==> config.mk <==
export PLATFORM = sky130hd
export DESIGN_NAME = alu_bist
export DESIGN_NICKNAME = d
export VERILOG_FILES = /design/src/rtl/alu_bist.sv
export SDC_FILE = /design/constraint.sdc
export NUM_CORES = 1
export LEC_CHECK = 0
export CAP_MARGIN = 5
export CORE_MARGIN = 3
export CORE_UTILIZATION = 43
export DETAILED_ROUTE_END_ITERATION = 10
export GPL_ROUTABILITY_DRIVEN = 1
export PLACE_DENSITY = 0.87
export SLEW_MARGIN = 10
export SYNTH_ARGS = -nofsm -noshare
export SYNTH_HDL_FRONTEND = slang
export SYNTH_SLANG_ARGS = --single-unit
==> constraint.sdc <==
create_clock -name clk -period 5.1 [get_ports clk]
set_input_delay 1.02 -clock clk [delete_from_list [all_inputs] [get_ports clk]]
set_output_delay 1.02 -clock clk [all_outputs]
set_load 0.05 [all_outputs]
==> src/rtl/alu_bist.sv <==
// alu_bist: built-in self test for a 32-bit ALU.
// Plays a fixed 8-entry vector table onto the ALU ports. Each vector is held
// for SETTLE_CYCLES+1 cycles, and the ALU's result and zero flag are checked
// at the last edge of that window. The block counts mismatches and records
// the index of the first one. Every output comes straight from a flop.
module alu_bist #(
  parameter int SETTLE_CYCLES = 1
) (
  input  logic        clk,
  input  logic        reset,
  input  logic        start,
  input  logic        halt_on_fail,
  output logic [2:0]  ALU_Control,
  output logic [31:0] A,
  output logic [31:0] B,
  input  logic [31:0] ALU_result,
  input  logic        zero,
  output logic        busy,
  output logic        done,
  output logic        pass,
  output logic [3:0]  err_count,
  output logic [2:0]  first_fail
);

  typedef enum logic [1:0] {IDLE, HOLD, DONE} state_e;

  typedef struct packed {
    logic [2:0]  op;
    logic [31:0] a;
    logic [31:0] b;
  } vec_t;

  localparam logic [2:0] OP_AND = 3'b000;
  localparam logic [2:0] OP_OR  = 3'b001;
  localparam logic [2:0] OP_ADD = 3'b010;
  localparam logic [2:0] OP_SUB = 3'b110;
  localparam logic [2:0] OP_SLT = 3'b111;

  localparam logic [3:0] SETTLE_LAST = 4'(SETTLE_CYCLES);
  localparam logic [3:0] ERR_MAX     = 4'd8;

  // Operands presented to the ALU for each table entry.
  function automatic vec_t vec_ops(input logic [2:0] idx);
    case (idx)
      3'd0:    return '{op: OP_AND, a: 32'd1,          b: 32'd0};
      3'd1:    return '{op: OP_ADD, a: 32'd1,          b: 32'd0};
      3'd2:    return '{op: OP_OR,  a: 32'd1,          b: 32'd0};
      3'd3:    return '{op: OP_SLT, a: 32'd1,          b: 32'd0};
      3'd4:    return '{op: OP_SUB, a: 32'd10,         b: 32'd5};
      3'd5:    return '{op: OP_SUB, a: 32'd5,          b: 32'd10};
      3'd6:    return '{op: OP_SLT, a: 32'hFFFF_FFFF,  b: 32'd1};
      default: return '{op: OP_ADD, a: 32'hFFFF_FFFF,  b: 32'd1};
    endcase
  endfunction

  // Known-good result for each table entry.
  function automatic logic [31:0] vec_exp(input logic [2:0] idx);
    case (idx)
      3'd0:    return 32'd0;
      3'd1:    return 32'd1;
      3'd2:    return 32'd1;
      3'd3:    return 32'd0;
      3'd4:    return 32'd5;
      3'd5:    return 32'hFFFF_FFFB;
      3'd6:    return 32'd1;
      default: return 32'd0;
    endcase
  endfunction

  state_e      state_q, state_d;
  logic [2:0]  idx_q, idx_d;
  logic [3:0]  cnt_q, cnt_d;
  logic        halt_q, halt_d;
  logic [2:0]  ctl_q, ctl_d;
  logic [31:0] a_q, a_d;
  logic [31:0] b_q, b_d;
  logic        busy_q, busy_d;
  logic        done_q, done_d;
  logic        pass_q, pass_d;
  logic [3:0]  err_q, err_d;
  logic [2:0]  ff_q, ff_d;

  vec_t        first_vec, next_vec;
  logic [31:0] cur_exp;
  logic        mismatch;
  logic [3:0]  err_upd;

  assign first_vec = vec_ops(3'd0);
  assign next_vec  = vec_ops(idx_q + 3'd1);
  assign cur_exp   = vec_exp(idx_q);
  assign mismatch  = (ALU_result != cur_exp) || (zero != (cur_exp == 32'd0));
  assign err_upd   = (mismatch && err_q != ERR_MAX) ? err_q + 4'd1 : err_q;

  // Next-state, sequencing and result bookkeeping for the test run.
  always_comb begin
    // NOTE: every variable gets its hold value first so no path leaves it unassigned (no latch).
    state_d = state_q;
    idx_d   = idx_q;
    cnt_d   = cnt_q;
    halt_d  = halt_q;
    ctl_d   = ctl_q;
    a_d     = a_q;
    b_d     = b_q;
    busy_d  = busy_q;
    done_d  = done_q;
    pass_d  = pass_q;
    err_d   = err_q;
    ff_d    = ff_q;

    case (state_q)
      IDLE, DONE: begin
        if (start) begin
          state_d = HOLD;
          idx_d   = 3'd0;
          cnt_d   = 4'd0;
          halt_d  = halt_on_fail;
          ctl_d   = first_vec.op;
          a_d     = first_vec.a;
          b_d     = first_vec.b;
          busy_d  = 1'b1;
          done_d  = 1'b0;
          pass_d  = 1'b0;
          err_d   = 4'd0;
          ff_d    = 3'd0;
        end
      end
      HOLD: begin
        if (cnt_q != SETTLE_LAST) begin
          cnt_d = cnt_q + 4'd1;
        end else begin
          err_d = err_upd;
          if (mismatch && err_q == 4'd0) ff_d = idx_q;
          if (idx_q == 3'd7 || (mismatch && halt_q)) begin
            state_d = DONE;
            busy_d  = 1'b0;
            done_d  = 1'b1;
            pass_d  = (err_upd == 4'd0);
            ctl_d   = 3'd0;
            a_d     = 32'd0;
            b_d     = 32'd0;
          end else begin
            idx_d = idx_q + 3'd1;
            cnt_d = 4'd0;
            ctl_d = next_vec.op;
            a_d   = next_vec.a;
            b_d   = next_vec.b;
          end
        end
      end
      default: state_d = IDLE;
    endcase
  end

  // State and output registers with synchronous reset; a reset drops any run in flight.
  always_ff @(posedge clk) begin
    // NOTE: non-blocking assignments so every flop samples pre-edge values.
    if (reset) begin
      state_q <= IDLE;
      idx_q   <= 3'd0;
      cnt_q   <= 4'd0;
      halt_q  <= 1'b0;
      ctl_q   <= 3'd0;
      a_q     <= 32'd0;
      b_q     <= 32'd0;
      busy_q  <= 1'b0;
      done_q  <= 1'b0;
      pass_q  <= 1'b0;
      err_q   <= 4'd0;
      ff_q    <= 3'd0;
    end else begin
      state_q <= state_d;
      idx_q   <= idx_d;
      cnt_q   <= cnt_d;
      halt_q  <= halt_d;
      ctl_q   <= ctl_d;
      a_q     <= a_d;
      b_q     <= b_d;
      busy_q  <= busy_d;
      done_q  <= done_d;
      pass_q  <= pass_d;
      err_q   <= err_d;
      ff_q    <= ff_d;
    end
  end

  assign ALU_Control = ctl_q;
  assign A           = a_q;
  assign B           = b_q;
  assign busy        = busy_q;
  assign done        = done_q;
  assign pass        = pass_q;
  assign err_count   = err_q;
  assign first_fail  = ff_q;

endmodule

# Yosys cells after proc, flatten, opt, wreduce, memory -nomap -nowiden
# Index checks and enable logic that the tools add are counted.
# Widths: inputs -> output; s select.
[totals]
latchBits = 0
register_bits = 87
n_memories = 0
output_inout_bits = 77
mem_bits_rw = 0
mem_bits_ro = 0
[op_classes]
shifts = 0
div = 0
addsub = 3
n_lt_le_gt_ge = 0
eq_ne = 24
n_reduce_logical = 20
n_mul = 0
n_bitwise = 0
n_mux = 42
[op_table]
columns = ["operator", "n"]
rows = [
  ["$pmux 67 s7", 1],
  ["$mux 32", 6],
  ["$pmux 32 s2", 2],
  ["$pmux 32 s3", 1],
  ["$logic_not 32->1", 1],
  ["$ne 32x32->1", 1],
  ["$eq 3x3->1 const B", 7],
  ["$mux 3", 7],
  ["$mux 4", 5],
  ["$pmux 3 s2", 3],
  ["$pmux 4 s2", 2],
  ["$reduce_and 4->1", 3],
  ["$ne 2x2->1 const B", 5],
  ["$eq 3x2->1 const B", 3],
  ["$reduce_and 3->1", 3],
  ["$add 4x1->4 const B", 2],
  ["$logic_not 4->1", 2],
  ["$mux 1", 8],
  ["$eq 3x1->1 const B", 2],
  ["$mux 2", 3],
  ["$pmux 1 s2", 3],
  ["$ne 4x1->1 const B", 1],
  ["$ne 4x4->1 const B", 1],
  ["$pmux 2 s2", 1],
  ["other kinds (13)", 16],
]

# Logic depth before layout (Yosys ltp)
[logic_depth]
ltp_word = 12
depth_mapped = 9

# Least setup slack after synthesis
# OpenSTA, ideal clock, no wires.
[synth_timing]
path_type = "input-to-reg"
from = "input ALU_result[24]"
to = "register ctl_q[0] (netlist: ALU_Control[0])"
t_required_ns = 5.016
path_stages = 7
t_arrival_ns = 2.636
setup_slack_ns = 2.379
setup_ns = 0.084
cell_sequence = "nor4_1 -> and3_1 -> o22ai_1 -> o31a_1 -> or2_4 -> or3_4 -> o31ai_2"
[synth_between]
elab_chain_len = 7
[synth_lines]
columns = ["item", "line", "text"]
rows = [
  ["start: declaration", "16", "input logic [31:0] ALU_result,"],
  ["$ne 32x32->1", "91", "assign mismatch = (ALU_result != cur_exp) || (zero != (cur_exp == 32'd0));"],
  ["$logic_or 1x1->1", "91", ""],
  ["$logic_and 1x1->1", "133", "if (idx_q == 3'd7 || (mismatch && halt_q)) begin"],
  ["$logic_or 1x1->1", "133", ""],
  ["$mux 3", "133", ""],
  ["$mux 3", "128", "if (cnt_q != SETTLE_LAST) begin"],
  ["$pmux 3 s2", "110", "case (state_q)"],
  ["end signal: assignment", "175", "ctl_q <= ctl_d;"],
  ["end: declaration", "74", "logic [2:0] ctl_q, ctl_d;"],
]
# Every way passes these cells. The select of a mux whose other input is x is not followed.
# A chain may end at the register's enable or synchronous reset.

# Worst setup path in the final report
[layout_timing]
from = "input ALU_result[19]"
to = "register idx_q[2]"
[layout_between]
elab_chain_len = 6
[layout_lines]
columns = ["item", "line", "text"]
rows = [
  ["$ne 32x32->1", "91", ""],
  ["$logic_or 1x1->1", "91", ""],
  ["$logic_and 1x1->1", "133", ""],
  ["$logic_or 1x1->1", "133", ""],
  ["$ne 2x2->1 (no line)", "--", ""],
  ["$reduce_and 4->1 (no line)", "--", ""],
  ["end signal: assignment", "172", "idx_q <= idx_d;"],
  ["end: declaration", "71", "logic [2:0] idx_q, idx_d;"],
]
# Every way passes these cells.

==> results_dict.tcl <==
set metrics [dict create \
    grt_pass1_wl_mm 7.69 \
    ys_ff_latch 29 \
    cts_hold_buf 0 \
    tightest_slew_ns 0.742 \
    synth-main-ff-cell "dfxtp_1" \
    via_count 1879 \
    die_area_um2 5850 \
    drt_iter0_markers 89 \
    seq_power_share_pct 42.5 \
    yosys_warnings 0 \
    clk_pin_slew_ns 0.06 \
    status "completed" \
    p_comb_share_pct 24.2 \
    rsz0062_at_grt "no" \
    pwr-share-clk_pct 33.3 \
    tns_ns 0 \
    cp_cell_sequence "clkdlybuf4s50_1, nor4_1, and4_1, mux2i_1, o31a_1, o21ai_1, a21oi_1, a22o_1" \
    min_period_over_period_pct 61.3 \
    syn_inst 259 \
    dr.pass1.iters 4 \
    grtUsageTotal_pct 15.7 \
    cp-end-kind "flip-flop" \
    p_int_w 0.000384 \
    post_cts_resized 0 \
    vias_per_cell 4.88 \
    p_per_area_nw_per_um2 198 \
    grt-ovfl-total 0 \
    ys_types 45 \
    clock_latency_ns 0.27 \
    post_cts_buffers 0 \
    grt_pass1_vias 1731 \
    fin_crit_ns 3.12 \
    dp_hpwl_mm 3.89 \
    die_h_um 76.5 \
    start_util_pct 44.9 \
    fin_worst_skew_ns 0.00759 \
    place_congestion 0.824 \
    cts_tree "done" \
    p_leak_nw 1.10 \
    stdcell_count 385 \
    seq_area_frac_synth_pct 27.2 \
    fmax_mhz 320 \
    antenna_found_initial 0 \
    core_region_area_um2 4750 \
    io_pins 114 \
    drv_slew 0 \
    cp_max_fo 6 \
    rows 25 \
    cpPeakStageDelay_ns 0.43 \
    critPathSlowestCell "clkdlybuf4s50_1" \
    worstPathRequired_ns 5.27 \
    numCtsBuffers 5 \
    port_buffers 85 \
    setup_viol 0 \
    insertedDiodeCount 0 \
    relSlewSlack_pct 50.5 \
    power.switching_w 0.000172 \
    root_buffer "clkbuf_8" \
    start_kind "input pin" \
    avgSynthCellArea_um2 8.25 \
    cts.htree.levels 2 \
    syn2layout_area_growth_pct 31.8 \
    avgRoutedWirePerCell_um 12.6 \
    die_w_um 76.5 \
    clock_path_buffers 2 \
    peakVddDrop_uv 186 \
    maxCapViolations 0 \
    synth_edf_count 0 \
    drt-total-wl_mm 4.84 \
    swShare_pct 31.0 \
    cp.arrival_ns 3.29 \
    drive_gt1_share_pct 4.40 \
    nNetsFinal 369 \
    grt_start_max_net_pins 30 \
    path_class "input pin to flip-flop" \
    cts_sinks 29 \
    hold_violations 0 \
    async_flop_share_pct 0 \
    hold_class "flip-flop to flip-flop" \
    dpl.cell_count 378 \
    drc 0 \
    ant_nets 0 \
    synth.cell_area_um2 2140 \
]
path summary, 6_finish.rpt:
kind	startpoint	end	slack, ns	cells after the start
setup / recovery	ALU_result[19]	idx_q[2]	1.98	8
setup reg to reg	idx_q[1]	idx_q[2]	2.27	9
hold reg to reg	A[2]	A[2]	0.45	2
hold / removal	A[2]	A[2]	0.45	2
registers in the layout (all words and copies together), names as in the netlist:
| register | count |
|---|---|
| A | 4 |
| ALU_Control | 3 |
| B | 2 |
| busy | 1 |
| cnt_q | 4 |
| done | 1 |
| err_count | 4 |
| first_fail | 3 |
| halt_q | 1 |
| idx_q | 3 |
| pass | 1 |
| state_q | 2 |
layout make-up:
cell class,instances,area (µm²)
Fill cell,426,1940
Multi-Input combinational cell,186,1170
Tap cell,67,83.8
Clock buffer,7,86.3
Sequential cell,29,581
Timing Repair Buffer,85,851
Inverter,11,41.3
per-stage QoR:
stage	worst slack [ns]	util (%)	area, µm²	hold WS [ns]	power [W]
after floorplan	2.38	-	2240	0.441	0.000346
after global placement	1.75	57.4	2730	0.434	0.000372
after detailed placement	1.72	57.4	2730	0.445	0.000374
after CTS	1.99	59.2	2820	0.459	0.000562
after global routing	1.80	59.2	2820	0.487	0.000580
final	1.98	59.2	2820	0.451	0.000557
layout by cell type, fill, tap and decap left out, types with 2 or more instances in the layout:
master / netlist / layout
a211oi_1: 2 / 2
a21oi_1: 10 / 10
a22o_1: 4 / 4
a31oi_1: 2 / 2
and2_1: 5 / 5
and3_1: 5 / 5
clkbuf_8: 0 / 6
clkdlybuf4s50_1: 0 / 85
conb_1: 1 / 28
dfxtp_1: 29 / 29
ha_1: 14 / 14
inv_1: 11 / 11
mux2i_1: 7 / 7
nand2_1: 16 / 16
nand2b_1: 2 / 2
nand3_1: 7 / 7
nand4_1: 7 / 7
nor2_1: 20 / 20
nor2b_1: 3 / 3
nor3_1: 3 / 3
nor3b_1: 2 / 2
nor4_1: 8 / 8
o21a_1: 3 / 3
o21ai_0: 7 / 7
o21ai_1: 2 / 2
o31ai_1: 4 / 4
o32ai_1: 2 / 2
or3_1: 2 / 2
xnor2_1: 4 / 4
xor2_1: 2 / 2
cells by family (layout without fill, tap and decap cells):
logic type,count (synthesis),count (layout),synth area share [%]
compound gates,45,45,14.7
xor+xnor,6,6,2.46
fa+ha+maj,14,14,8.20
buf+inv,71,103,22.7
flops,29,29,27.2
mux,7,7,3.28
other cells,1,28,0.175
simple gates,86,86,21.4
worst max-delay path: cells and delay by family:
family          cells  cell delay [ns]
compound gates      4             1.12
simple gates        2             0.56
buf+inv             1             0.43
mux                 1             0.16
Yosys cell counts, types with 5 or more instances:
cell type	n	share of area, %
buf_4	58	20
dfxtp_1	29	27
nor2_1	20	3.5
nand2_1	16	2.8
ha_1	14	8.2
inv_1	11	1.9
a21oi_1	10	2.3
nor4_1	8	2.3
mux2i_1	7	3.3
nand3_1	7	1.6
nand4_1	7	2.0
o21ai_0	7	1.6
and2_1	5	1.5
and3_1	5	1.5
power by group through the flow:
stage / logic [W] / clock network (W) / registers, W
floorplan: 0.0000972 / 0 / 0.000249
global placement: 0.000131 / 0 / 0.000241
detailed placement: 0.000133 / 0 / 0.000241
CTS: 0.000134 / 0.000191 / 0.000237
global route: 0.000143 / 0.000199 / 0.000237
finish: 0.000134 / 0.000186 / 0.000237
metal layers:
metal  vias to the layer above  wire, µm  track usage [%]
li1                        939         -                -
met1                       856      1990             18.3
met2                        80      2410             27.2
met3                         4       413             5.67
met4                         0        29             4.35
met5                         -         0                0
(Power assumes the default switching activity.)
